### src/rtl/tier2_truncation_calc_pkg.sv
// Shared widths, pass-table entry layout, FSM encoding and saturating add for the tier-2 rate controller.
// Combinational definitions only; no latency, no backpressure.
package tier2_truncation_calc_pkg;
  localparam int ADDR_W  = 10;
  localparam int BLK_W   = 6;
  localparam int LEN_W   = 12;
  localparam int SLOPE_W = 16;
  localparam int ACC_W   = 24;
  localparam int CNT_W   = 6;
  localparam int BIT_W   = $clog2(SLOPE_W);
  localparam int ENTRY_W = BLK_W + LEN_W + SLOPE_W;

  // Field order fixes the entry offsets: blk_id in the MSBs, slope in the LSBs.
  typedef struct packed {
    logic [BLK_W-1:0]   blk_id;
    logic [LEN_W-1:0]   len;
    logic [SLOPE_W-1:0] slope;
  } pass_entry_t;

  typedef enum logic [2:0] {
    ST_IDLE,
    ST_SCAN0,
    ST_SEARCH,
    ST_FINAL,
    ST_DONE
  } state_t;

  function automatic logic [ACC_W-1:0] sat_add(input logic [ACC_W-1:0] a, input logic [LEN_W-1:0] b);
    logic [ACC_W:0] s;
    s = {1'b0, a} + {{(ACC_W + 1 - LEN_W){1'b0}}, b};
    return s[ACC_W] ? {ACC_W{1'b1}} : s[ACC_W-1:0];
  endfunction
endpackage

### src/rtl/tier2_truncation_calc_if.sv
// Controller/pass-table/trunc-table bundle of the truncation engine; slave is the engine side.
// Plain wires; read data is expected one cycle after pass_rd_en, no backpressure.
interface tier2_truncation_calc_if;
  import tier2_truncation_calc_pkg::*;

  logic               cal_truncation_point_start;
  logic               cal_truncation_point_over;
  logic [ACC_W-1:0]   byte_budget;
  logic [ADDR_W:0]    pass_count;
  logic               pass_rd_en;
  logic [ADDR_W-1:0]  pass_addr;
  logic [ENTRY_W-1:0] pass_rd_data;
  logic               trunc_we;
  logic [BLK_W-1:0]   trunc_addr;
  logic [CNT_W-1:0]   trunc_data;
  logic [SLOPE_W:0]   threshold;
  logic [ACC_W-1:0]   total_bytes;

  modport master (
    output cal_truncation_point_start, byte_budget, pass_count, pass_rd_data,
    input  cal_truncation_point_over, pass_rd_en, pass_addr,
    input  trunc_we, trunc_addr, trunc_data, threshold, total_bytes
  );

  modport slave (
    input  cal_truncation_point_start, byte_budget, pass_count, pass_rd_data,
    output cal_truncation_point_over, pass_rd_en, pass_addr,
    output trunc_we, trunc_addr, trunc_data, threshold, total_bytes
  );
endinterface

### src/rtl/tier2_truncation_calc_pass_scanner.sv
// One pass over the table: addresses 0..count-1, 1-cycle data pipe, slope >= thresh accumulate, block-end writes.
// A scan lasts count+1 cycles (last marks the drain cycle); the final block write lands one cycle after last.
module tier2_truncation_calc_pass_scanner
  import tier2_truncation_calc_pkg::*;
(
  input  logic               clk,
  input  logic               rst,
  input  logic               rst_syn,
  input  logic               active,
  input  logic               wr_mode,
  input  logic [ADDR_W:0]    count,
  input  logic [SLOPE_W:0]   thresh,
  output logic               rd_en,
  output logic [ADDR_W-1:0]  addr,
  input  logic [ENTRY_W-1:0] rd_data,
  output logic               last,
  output logic [ACC_W-1:0]   total,
  output logic               we,
  output logic [BLK_W-1:0]   we_blk,
  output logic [CNT_W-1:0]   we_cnt
);
  logic [ADDR_W:0]   idx_q;
  logic              d_vld_q;
  logic              last_q;
  logic              flush_q;
  logic [ACC_W-1:0]  acc_q;
  logic              cur_vld_q;
  logic [BLK_W-1:0]  cur_blk_q;
  logic [CNT_W-1:0]  cur_cnt_q;
  pass_entry_t       ent;
  logic              kept;
  logic              boundary;

  assign ent      = pass_entry_t'(rd_data);
  assign rd_en    = active && (idx_q < count);
  assign addr     = idx_q[ADDR_W-1:0];
  assign last     = active && (idx_q == count);
  assign kept     = d_vld_q && ({1'b0, ent.slope} >= thresh);
  // total already includes the entry in flight, so it is the scan result during the drain cycle.
  assign total    = kept ? sat_add(acc_q, ent.len) : acc_q;
  assign boundary = d_vld_q && cur_vld_q && (ent.blk_id != cur_blk_q);
  assign we       = (wr_mode && boundary) || flush_q;
  assign we_blk   = we ? cur_blk_q : '0;
  assign we_cnt   = we ? cur_cnt_q : '0;

  always_ff @(posedge clk or negedge rst) begin
    if (!rst) begin
      idx_q     <= '0;
      d_vld_q   <= 1'b0;
      last_q    <= 1'b0;
      flush_q   <= 1'b0;
      acc_q     <= '0;
      cur_vld_q <= 1'b0;
      cur_blk_q <= '0;
      cur_cnt_q <= '0;
    end else if (rst_syn) begin
      idx_q     <= '0;
      d_vld_q   <= 1'b0;
      last_q    <= 1'b0;
      flush_q   <= 1'b0;
      acc_q     <= '0;
      cur_vld_q <= 1'b0;
      cur_blk_q <= '0;
      cur_cnt_q <= '0;
    end else begin
      idx_q   <= (!active || last) ? '0 : idx_q + (ADDR_W + 1)'(1);
      d_vld_q <= rd_en;
      last_q  <= last;
      flush_q <= last && wr_mode;
      acc_q   <= last ? '0 : total;
      if (last_q) begin
        cur_vld_q <= 1'b0;
      end else if (d_vld_q) begin
        cur_vld_q <= 1'b1;
        if (!cur_vld_q || (ent.blk_id != cur_blk_q)) begin
          cur_blk_q <= ent.blk_id;
          cur_cnt_q <= CNT_W'(kept);
        end else begin
          cur_cnt_q <= cur_cnt_q + CNT_W'(kept);
        end
      end
    end
  end
endmodule

### src/rtl/tier2_truncation_calc.sv
// Tier-2 rate control: bitwise search for the global slope threshold fitting byte_budget, then per-block kept counts.
// start->over = 2 + (SLOPE_W+2)*(pass_count+1) cycles (2 + 2*(pass_count+1) if everything fits); no backpressure.
module tier2_truncation_calc
  import tier2_truncation_calc_pkg::*;
(
  input  logic clk,
  input  logic rst,
  input  logic rst_syn,
  tier2_truncation_calc_if.slave bus
);
  state_t           state_q, state_d;
  logic [ACC_W-1:0] budget_q;
  logic [ADDR_W:0]  count_q;
  logic [SLOPE_W-1:0] tp_q;
  logic [SLOPE_W-1:0] cand;
  logic [BIT_W-1:0] bit_q;
  logic [SLOPE_W:0] t_q;
  logic [SLOPE_W:0] scan_thr;
  logic             in_done_q;
  logic             over_q;
  logic [SLOPE_W:0] thr_out_q;
  logic [ACC_W-1:0] tot_out_q;
  logic             active;
  logic             last;
  logic             over_budget;
  logic [ACC_W-1:0] scan_total;

  assign cand        = tp_q | (SLOPE_W'(1) << bit_q);
  assign over_budget = scan_total > budget_q;
  assign active      = (state_q == ST_SCAN0) || (state_q == ST_SEARCH) || (state_q == ST_FINAL);

  always_comb begin
    scan_thr = '0;
    case (state_q)
      ST_SEARCH: scan_thr = {1'b0, cand};
      ST_FINAL:  scan_thr = t_q;
      default:   scan_thr = '0;
    endcase
  end

  tier2_truncation_calc_pass_scanner u_scanner (
    .clk     (clk),
    .rst     (rst),
    .rst_syn (rst_syn),
    .active  (active),
    .wr_mode (state_q == ST_FINAL),
    .count   (count_q),
    .thresh  (scan_thr),
    .rd_en   (bus.pass_rd_en),
    .addr    (bus.pass_addr),
    .rd_data (bus.pass_rd_data),
    .last    (last),
    .total   (scan_total),
    .we      (bus.trunc_we),
    .we_blk  (bus.trunc_addr),
    .we_cnt  (bus.trunc_data)
  );

  always_ff @(posedge clk or negedge rst) begin
    if (!rst) begin
      state_q <= ST_IDLE;
    end else if (rst_syn) begin
      state_q <= ST_IDLE;
    end else begin
      state_q <= state_d;
    end
  end

  always_comb begin
    state_d = state_q;
    case (state_q)
      ST_IDLE:   if (bus.cal_truncation_point_start)
                   state_d = (bus.pass_count == '0) ? ST_DONE : ST_SCAN0;
      ST_SCAN0:  if (last) state_d = over_budget ? ST_SEARCH : ST_FINAL;
      ST_SEARCH: if (last && (bit_q == '0)) state_d = ST_FINAL;
      ST_FINAL:  if (last) state_d = ST_DONE;
      // Wait for start to drop so a level held high cannot retrigger.
      ST_DONE:   if (!bus.cal_truncation_point_start) state_d = ST_IDLE;
      default:   state_d = ST_IDLE;
    endcase
  end

  always_ff @(posedge clk or negedge rst) begin
    if (!rst) begin
      budget_q  <= '0;
      count_q   <= '0;
      tp_q      <= '0;
      bit_q     <= '0;
      t_q       <= '0;
      in_done_q <= 1'b0;
      over_q    <= 1'b0;
      thr_out_q <= '0;
      tot_out_q <= '0;
    end else if (rst_syn) begin
      budget_q  <= '0;
      count_q   <= '0;
      tp_q      <= '0;
      bit_q     <= '0;
      t_q       <= '0;
      in_done_q <= 1'b0;
      over_q    <= 1'b0;
      thr_out_q <= '0;
      tot_out_q <= '0;
    end else begin
      in_done_q <= (state_q == ST_DONE);
      over_q    <= (state_q == ST_DONE) && !in_done_q;
      case (state_q)
        ST_IDLE: if (bus.cal_truncation_point_start) begin
          budget_q <= bus.byte_budget;
          count_q  <= bus.pass_count;
          tp_q     <= '0;
          bit_q    <= BIT_W'(SLOPE_W - 1);
          if (bus.pass_count == '0) begin
            thr_out_q <= '0;
            tot_out_q <= '0;
          end
        end
        ST_SCAN0: if (last && !over_budget) t_q <= '0;
        // tp_q tracks the largest threshold known to overshoot; T is one above it.
        ST_SEARCH: if (last) begin
          if (over_budget) tp_q <= cand;
          if (bit_q == '0)
            t_q <= {1'b0, (over_budget ? cand : tp_q)} + (SLOPE_W + 1)'(1);
          else
            bit_q <= bit_q - BIT_W'(1);
        end
        ST_FINAL: if (last) begin
          thr_out_q <= t_q;
          tot_out_q <= scan_total;
        end
        default: ;
      endcase
    end
  end

  assign bus.cal_truncation_point_over = over_q;
  assign bus.threshold                 = thr_out_q;
  assign bus.total_bytes               = tot_out_q;
endmodule

### src/flat_wrapper.sv
// flat-port wrapper written by rule: the top's interface ports become plain ports
module tier2_truncation_calc_flat import tier2_truncation_calc_pkg::*;
  (clk, rst, rst_syn, bus_cal_truncation_point_start, bus_byte_budget, bus_pass_count, bus_pass_rd_data, bus_cal_truncation_point_over, bus_pass_rd_en, bus_pass_addr, bus_trunc_we, bus_trunc_addr, bus_trunc_data, bus_threshold, bus_total_bytes);
  tier2_truncation_calc_if bus_i ();
  input  logic clk;
  input  logic rst;
  input  logic rst_syn;
  input wire logic [$bits(bus_i.cal_truncation_point_start)-1:0] bus_cal_truncation_point_start;
  input wire logic [$bits(bus_i.byte_budget)-1:0] bus_byte_budget;
  input wire logic [$bits(bus_i.pass_count)-1:0] bus_pass_count;
  input wire logic [$bits(bus_i.pass_rd_data)-1:0] bus_pass_rd_data;
  output wire logic [$bits(bus_i.cal_truncation_point_over)-1:0] bus_cal_truncation_point_over;
  output wire logic [$bits(bus_i.pass_rd_en)-1:0] bus_pass_rd_en;
  output wire logic [$bits(bus_i.pass_addr)-1:0] bus_pass_addr;
  output wire logic [$bits(bus_i.trunc_we)-1:0] bus_trunc_we;
  output wire logic [$bits(bus_i.trunc_addr)-1:0] bus_trunc_addr;
  output wire logic [$bits(bus_i.trunc_data)-1:0] bus_trunc_data;
  output wire logic [$bits(bus_i.threshold)-1:0] bus_threshold;
  output wire logic [$bits(bus_i.total_bytes)-1:0] bus_total_bytes;
  assign bus_i.cal_truncation_point_start = bus_cal_truncation_point_start;
  assign bus_i.byte_budget = bus_byte_budget;
  assign bus_i.pass_count = bus_pass_count;
  assign bus_i.pass_rd_data = bus_pass_rd_data;
  assign bus_cal_truncation_point_over = bus_i.cal_truncation_point_over;
  assign bus_pass_rd_en = bus_i.pass_rd_en;
  assign bus_pass_addr = bus_i.pass_addr;
  assign bus_trunc_we = bus_i.trunc_we;
  assign bus_trunc_addr = bus_i.trunc_addr;
  assign bus_trunc_data = bus_i.trunc_data;
  assign bus_threshold = bus_i.threshold;
  assign bus_total_bytes = bus_i.total_bytes;
  tier2_truncation_calc u_core (.clk(clk), .rst(rst), .rst_syn(rst_syn), .bus(bus_i));
endmodule
### config.mk
export PLATFORM = sky130hd
export DESIGN_NAME = tier2_truncation_calc_flat
export DESIGN_NICKNAME = d
export VERILOG_FILES = /design/src/rtl/tier2_truncation_calc_pkg.sv /design/src/rtl/tier2_truncation_calc_if.sv /design/src/rtl/tier2_truncation_calc_pass_scanner.sv /design/src/rtl/tier2_truncation_calc.sv /design/src/flat_wrapper.sv
export SDC_FILE = /design/constraint.sdc
export NUM_CORES = 1
export LEC_CHECK = 0
export ABC_AREA = 0
export CELL_PAD_IN_SITES_DETAIL_PLACEMENT = 2
export CELL_PAD_IN_SITES_GLOBAL_PLACEMENT = 2
export CORE_MARGIN = 3
export CORE_UTILIZATION = 37
export DETAILED_ROUTE_END_ITERATION = 10
export GPL_ROUTABILITY_DRIVEN = 0
export PLACE_DENSITY = 0.95
export SLEW_MARGIN = 15
export SYNTH_ARGS = -nofsm -noshare
export SYNTH_HDL_FRONTEND = slang
export SYNTH_SLANG_ARGS = --single-unit
### constraint.sdc
create_clock -name clk -period 12.5 [get_ports clk]
set_input_delay 1.25 -clock clk [delete_from_list [all_inputs] [get_ports clk]]
set_output_delay 1.25 -clock clk [all_outputs]
set_load 0.02 [all_outputs]
* Yosys cells after proc, flatten, opt, wreduce, memory -nomap -nowiden
Index checks and enable logic that the tools add are counted.
Storage, ports and cells: input port bits 73, flip-flop bits (word level) 169
Operators by class: bitwise operators 1, shifts and indexed selects 1, order comparisons 3, reductions and logical operators 38, multiplexer cells 65, $add $sub $neg 5, equal/unequal tests 17
Operator list (number):
- 24-bit 2-to-1 mux | 11
- 17-bit 2-to-1 mux | 8
- 17-bit case mux with 2 select lines | 3
- 16-bit 2-to-1 mux | 4
- 6-bit 2-to-1 mux | 10
- 11-bit 2-to-1 mux | 5
- 24-bit case mux with 2 select lines | 1
- 16-bit case mux with 2 select lines | 1
- 24-bit by 12-bit adder with 25-bit output | 1
- 24-bit greater-than comparator | 1
- 3-bit 2-to-1 mux | 7
- 3-bit inequality test (second input constant) | 6
- 16-bit by 1-bit adder with 17-bit output (second input constant) | 1
- 16-bit by 17-bit >= comparator with 1-bit output | 1
- 4-bit 2-to-1 mux | 4
- 16-bit bitwise OR | 1
- 1-bit by 4-bit << shifter with 16-bit output (first input constant) | 1
- 3-bit case mux with 5 select lines | 1
- 3-bit by 2-bit inequality test with 1-bit output (second input constant) | 4
- 4-bit AND reduction | 3
- 3-bit nonzero test | 4
- 11-bit by 1-bit adder with 11-bit output (second input constant) | 1
- 11-bit equality test | 1
- 11-bit zero test | 1
- 19 further kinds | 49

* Logic depth before layout (Yosys ltp)
word-level depth 13, depth in mapped cells 31, mapped depth without buffers 27

* Cells and area by module
From an unflattened synthesis, not the netlist that was laid out.
Second synthesis, totals: cells, all modules 1165, area total of the unflattened synthesis 10216.0 sq um
Modules (own cells, without submodules):
- tier2_truncation_calc | seq. area each 2952.8 sq um, cells each 721, area an instance 6253.5 sq um, instances 1
- tier2_truncation_calc_pass_scanner | seq. area each 1276.2 sq um, cells each 444, area an instance 3962.6 sq um, instances 1

* Worst setup path after synthesis
Ideal clock, no wire load.
path kind reg-to-reg, start point register u_core.state_q[0], end point register u_core.t_q[13], buffers on the path 4, cell stages (with the launch flop) 28, arrival time 6419 ps, setup slack 5960 ps, required time 12378 ps, setup time 122 ps, cells stage by stage dfrtp_1 > clkbuf_1 > inv_1 > nor3b_1 > clkbuf_1 > clkbuf_1 > nand2_1 > nand2_1 > ha_1 > nand2b_1 > a21o_1 > a21o_1 > a21o_1 > a21oi_1 > o31ai_1 > clkbuf_1 > nand3_1 > o32ai_1 > inv_1 > ha_1 > nand4_1 > or4_1 > a2111oi_0 > nor3_1 > a211o_1 > or2_2 > or4_1 > a32o_1
Between the ends: cells in the longest elaborated chain, start to end 12
Ends and longest elaborated chain:
- start: declaration | line tier2_truncation_calc.sv:11 | state_t state_q, state_d;
- start signal: assignment | line tier2_truncation_calc.sv:65 | state_q <= state_d;
- 3-bit by 2-bit equality test with 1-bit output, on equally long branches | line tier2_truncation_calc.sv:30, tier2_truncation_calc.sv:34, tier2_truncation_calc.sv:107
- 17-bit case mux with 2 select lines | line tier2_truncation_calc.sv:34 | case (state_q)
- 16-bit by 17-bit >= comparator with 1-bit output | line tier2_truncation_calc_pass_scanner.sv:38 | assign kept = d_vld_q && ({1'b0, ent.slope} >= thresh);
- 1-bit logical AND | line tier2_truncation_calc_pass_scanner.sv:38
- 24-bit 2-to-1 mux | line tier2_truncation_calc_pass_scanner.sv:40 | assign total = kept ? sat_add(acc_q, ent.len) : acc_q;
- 24-bit greater-than comparator | line tier2_truncation_calc.sv:29 | assign over_budget = scan_total > budget_q;
- 16-bit 2-to-1 mux
- 16-bit by 1-bit adder with 17-bit output | line tier2_truncation_calc.sv:123 | t_q <= {1'b0, (over_budget ? cand : tp_q)} + (SLOPE_W + 1)'(1);
- 17-bit 2-to-1 mux | line tier2_truncation_calc.sv:122 | if (bit_q == '0)
- 17-bit 2-to-1 mux | line tier2_truncation_calc.sv:120 | ST_SEARCH: if (last) begin
- 17-bit case mux with 2 select lines | line tier2_truncation_calc.sv:107 | case (state_q)
- 17-bit 2-to-1 mux | line tier2_truncation_calc.sv:94 | end else if (rst_syn) begin
- end signal: assignment | line tier2_truncation_calc.sv:123
- end: declaration | line tier2_truncation_calc.sv:17 | logic [SLOPE_W:0] t_q;
Several ways; a longest one is shown, not always the timed one. The select of a mux whose other input is x is not followed. A chain may end at the register's enable or synchronous reset.

* Worst setup path after layout
start point register u_core.bit_q[0], end point register u_core.t_q[13]
Between the ends: cells in the longest elaborated chain, start to end 13
Ends and longest elaborated chain:
- start: declaration | line tier2_truncation_calc.sv:16 | logic [BIT_W-1:0] bit_q;
- start signal: assignment | line tier2_truncation_calc.sv:112 | bit_q <= BIT_W'(SLOPE_W - 1);
- start signal: assignment | line tier2_truncation_calc.sv:125 | bit_q <= bit_q - BIT_W'(1);
- 1-bit by 4-bit << shifter with 16-bit output | line tier2_truncation_calc.sv:28 | assign cand = tp_q | (SLOPE_W'(1) << bit_q);
- 16-bit bitwise OR | line tier2_truncation_calc.sv:28
- 17-bit case mux with 2 select lines | line tier2_truncation_calc.sv:34
- 16-bit by 17-bit >= comparator with 1-bit output | line tier2_truncation_calc_pass_scanner.sv:38
- 1-bit logical AND | line tier2_truncation_calc_pass_scanner.sv:38
- 24-bit 2-to-1 mux | line tier2_truncation_calc_pass_scanner.sv:40
- 24-bit greater-than comparator | line tier2_truncation_calc.sv:29
- 16-bit 2-to-1 mux
- 16-bit by 1-bit adder with 17-bit output | line tier2_truncation_calc.sv:123
- 17-bit 2-to-1 mux | line tier2_truncation_calc.sv:122
- 17-bit 2-to-1 mux | line tier2_truncation_calc.sv:120
- 17-bit case mux with 2 select lines | line tier2_truncation_calc.sv:107
- 17-bit 2-to-1 mux | line tier2_truncation_calc.sv:94
Several ways; a longest one is shown, not always the timed one. The select of a mux whose other input is x is not followed.

==> impl_metrics.yaml <==
global_routing:
  grt_pass1_wl_um: 70300
  grt_start_max_net_pins: 111
  overflow: 0
  grt_pass1_vias: 11000
  grt_antenna_before_repair: 3
  track_usage: 0.320
hold_path:
  hold_depth: 1
  hold_class: "flip-flop to flip-flop"
yosys:
  netlist_instances: 1116
  netlist_area_um2: 10000
  synth_seq_area_share: 0.423
  synthArstFlopShare: 1.00
  ys_warn_count: 0
  synth.area.top_cells: "dfrtp_1 (42%), ha_1 (9.0%), a21oi_1 (6.0%)"
  synth_edf_count: 0
  synthTopCellsByCount: "dfrtp_1 (169), nand2_1 (142), a21oi_1 (120)"
  yosys.area.top_type: "dfrtp_1"
  ys_types: 66
  ys_ff_latch: 169
  ys.flop_type: "dfrtp_1"
  syn-num-nets: 1262
  syn_avg_cell_area_um2: 8.96
  yosysTopAreaCellShare: 0.423
  synth.most_common_cell: "dfrtp_1"
clock_tree:
  clock_latency_ns: 0.45
  clock_path_buffers: 2
  cts_tree: "yes"
  post_cts_buffers: 0
  cts_sinks: 169
  h-tree-depth: 4
  clk_pin_slew_ns: 0.07
  cts_hold_buf: 0
  cts_resized: 0
  root_buffer: "clkbuf_16"
  numCtsBuffers: 17
route:
  wirelength_um: 46300
  drtPass1Iterations: 8
  viasPerCell: 6.31
  drt-initial-drc-count: 931
  ant_nets: 0
  wl_met3_um: 2550
  wl_per_cell_um: 29.4
  wl_met1_um: 18100
  vias: 9940
  drcViolationCount: 0
  dr.max_layer_used: "met4"
  met2WireLength_um: 23300
timing:
  setup_viol: 0
  fin_crit_sh: 0.686
  hold_violations: 0
  skew_ns: 0.00947
  max_freq_ghz: 0.117
  relSlewSlack: 0.201
  fin_tns_setup_ns: 0
  timing.hold.ws_ns: 0.464
  slew_viol_final: 0
  min_period_ns: 8.57
  rsz0062_at_grt: "false"
  tightestPinTransition_ns: 1.19
power_and_ir_drop:
  power_frac_clock: 0.299
  combinationalPowerShare: 0.343
  powerDensity_nw_per_um2: 147
  swShare: 0.403
  power.leakage_uw: 0.00523
  internal-power_uw: 1080
  ir_drop_mv: 0.0851
  pwr-share-seq: 0.357
  switching_power_uw: 725
floorplan:
  fp.dieW_um: 170
  initial_core_util: 0.380
  core.rowCount: 59
  ioPinCount: 139
  die_h_um: 170
  core_region_area_um2: 26300
  die_area_um2: 29000
outcome:
  status: "completed"
setup_path:
  reg2reg_slack_ns: 3.93
  crit_required_ns: 12.84
  worst_setup_path_end_kind: "flip-flop"
  critPathLaunchType: "flip-flop"
  critPathMaxFanout: 22
  critical_path_class: "flip-flop to flip-flop"
  critPathArrivalTime_ns: 8.91
  r2r_cells: 24
layout:
  final_nets: 1373
  multi_input_area_um2: 5330
  areaGrowthSynthToFinish_pct: 22.3
  seq_area_um2: 4230
  fillCellCount: 2769
  drive_gt1_frac: 0.0534
  stdcell_area_um2: 12200
place:
  port_buffers: 138
  place_area_um2: 11700
  place_hpwl_um: 29200
flow_run:
  max-cap-violations: 0
-- sequential cells by signal, summed over array words and instances, names as in the netlist --
name                                  flops
u_core.u_scanner.flush_q                  1
u_core.u_scanner.acc_q                   24
u_core.tp_q                              16
u_core.u_scanner.cur_blk_q                6
u_core.budget_q                          24
u_core.u_scanner.idx_q                   11
u_core.state_q                            3
u_core.u_scanner.cur_vld_q                1
u_core.bus.threshold                     17
u_core.u_scanner.last_q                   1
u_core.bus.cal_truncation_point_over      1
u_core.in_done_q                          1
u_core.count_q                           11
u_core.u_scanner.cur_cnt_q                6
u_core.u_scanner.d_vld_q                  1
u_core.t_q                               17
u_core.bus.total_bytes                   24
u_core.bit_q                              4
-- final cells by class --
| class | instances | share of cell area |
|---|---|---|
| clock inverters | 7 | 0.00798 |
| well taps | 335 | 0.0343 |
| diodes | 3 | 0.000614 |
| clock buffers | 22 | 0.0371 |
| flip-flops and latches | 169 | 0.346 |
| multi-input cells | 829 | 0.435 |
| repair buffers | 151 | 0.121 |
| inverters | 59 | 0.0181 |
-- worst max-delay path, stage by stage (launching register included) --
cell and delay [ns]:
dfrtp_1 0.46, inv_1 0.17, ha_1 0.43, and2_1 0.43
o21ai_0 0.19, nand2_1 0.14, ha_1 0.23, nand2b_1 0.14
a21o_1 0.18, a21o_1 0.17, a21o_1 0.17, a21oi_1 0.48
o31a_1 0.84, nor2_1 0.24, a31oi_1 0.48, ha_1 0.30
nand4_2 0.23, nor4_2 0.42, nand2_1 0.26, a21oi_4 0.32
o21ai_0 0.16, a222oi_1 0.75, nand4_2 0.44, or4_1 0.55
a32o_1 0.27
-- per-layer routing --
layer,global-route usage,up-vias
met5,0,-
met4,0.172,0
met3,0.0576,164
met2,0.551,462
met1,0.378,5139
li1,-,4175
-- kinds of logic (layout without fill, tap and decap cells) --
group | Yosys count | after routing | synth area share
AO/OA/AOI/OAI | 308 | 308 | 0.201
XOR/XNOR | 32 | 32 | 0.0280
adder cells (fa/ha/maj) | 73 | 73 | 0.0921
buffers and inverters | 118 | 239 | 0.0483
flip-flops | 169 | 169 | 0.423
multiplexers | 11 | 11 | 0.0114
other | 0 | 3 | 0
AND/OR/NAND/NOR | 405 | 405 | 0.197
-- power groups by stage --
| stage | Combinational (µW) | Sequential (µW) | Clock (µW) |
|---|---|---|---|
| after floorplan | 363 | 616 | 0 |
| after global placement | 502 | 639 | 0 |
| after detailed placement | 555 | 645 | 0 |
| after CTS | 599 | 640 | 543 |
| after global routing | 657 | 646 | 568 |
| final | 618 | 643 | 539 |
-- metrics by stage --
step	utilization	cells	worst slack, ns	power, µW
after global placement	0.444	1543	4.79	1140
after CTS	0.465	1572	4.12	1780
final	0.465	1575	3.93	1800
after global routing	0.465	1575	3.45	1870
after detailed placement	0.444	1543	4.20	1200
after floorplan	-	1116	5.96	978
-- cells in the final DEF (no fill, tap or decap), drive strengths merged, types with 4 or more instances in the layout --
cell             n
a31oi           11
nor4             6
clkinvlp         5
dfrtp          169
or4              6
nor2            81
inv             59
clkbuf          23
a41oi            5
o21ai           43
a22o            39
o211ai           7
a21oi          122
and2            29
o31ai           12
o21a            20
a21o             9
nand2          142
or2              7
buf             14
a211oi           9
xor2            16
a211o            4
or3              7
nand3           25
nand4           23
nand3b           4
nand2b           5
mux2i            8
clkdlybuf4s50  136
nor3            28
a32o             5
nor2b           23
nor3b            5
ha              72
and3            10
xnor2           16
-- final timing paths --
check,startpoint,to
min reg2reg,u_core.in_done_q,u_core.bus.cal_truncation_point_over
max,u_core.bit_q[0],u_core.t_q[13]
max in group asynchronous,rst,u_core.u_scanner.acc_q[0]
max reg2reg,u_core.bit_q[0],u_core.t_q[13]
min,u_core.in_done_q,u_core.bus.cal_truncation_point_over
min in group asynchronous,rst,u_core.u_scanner.idx_q[7]
Note: power is estimated with default switching activity, not from simulation.
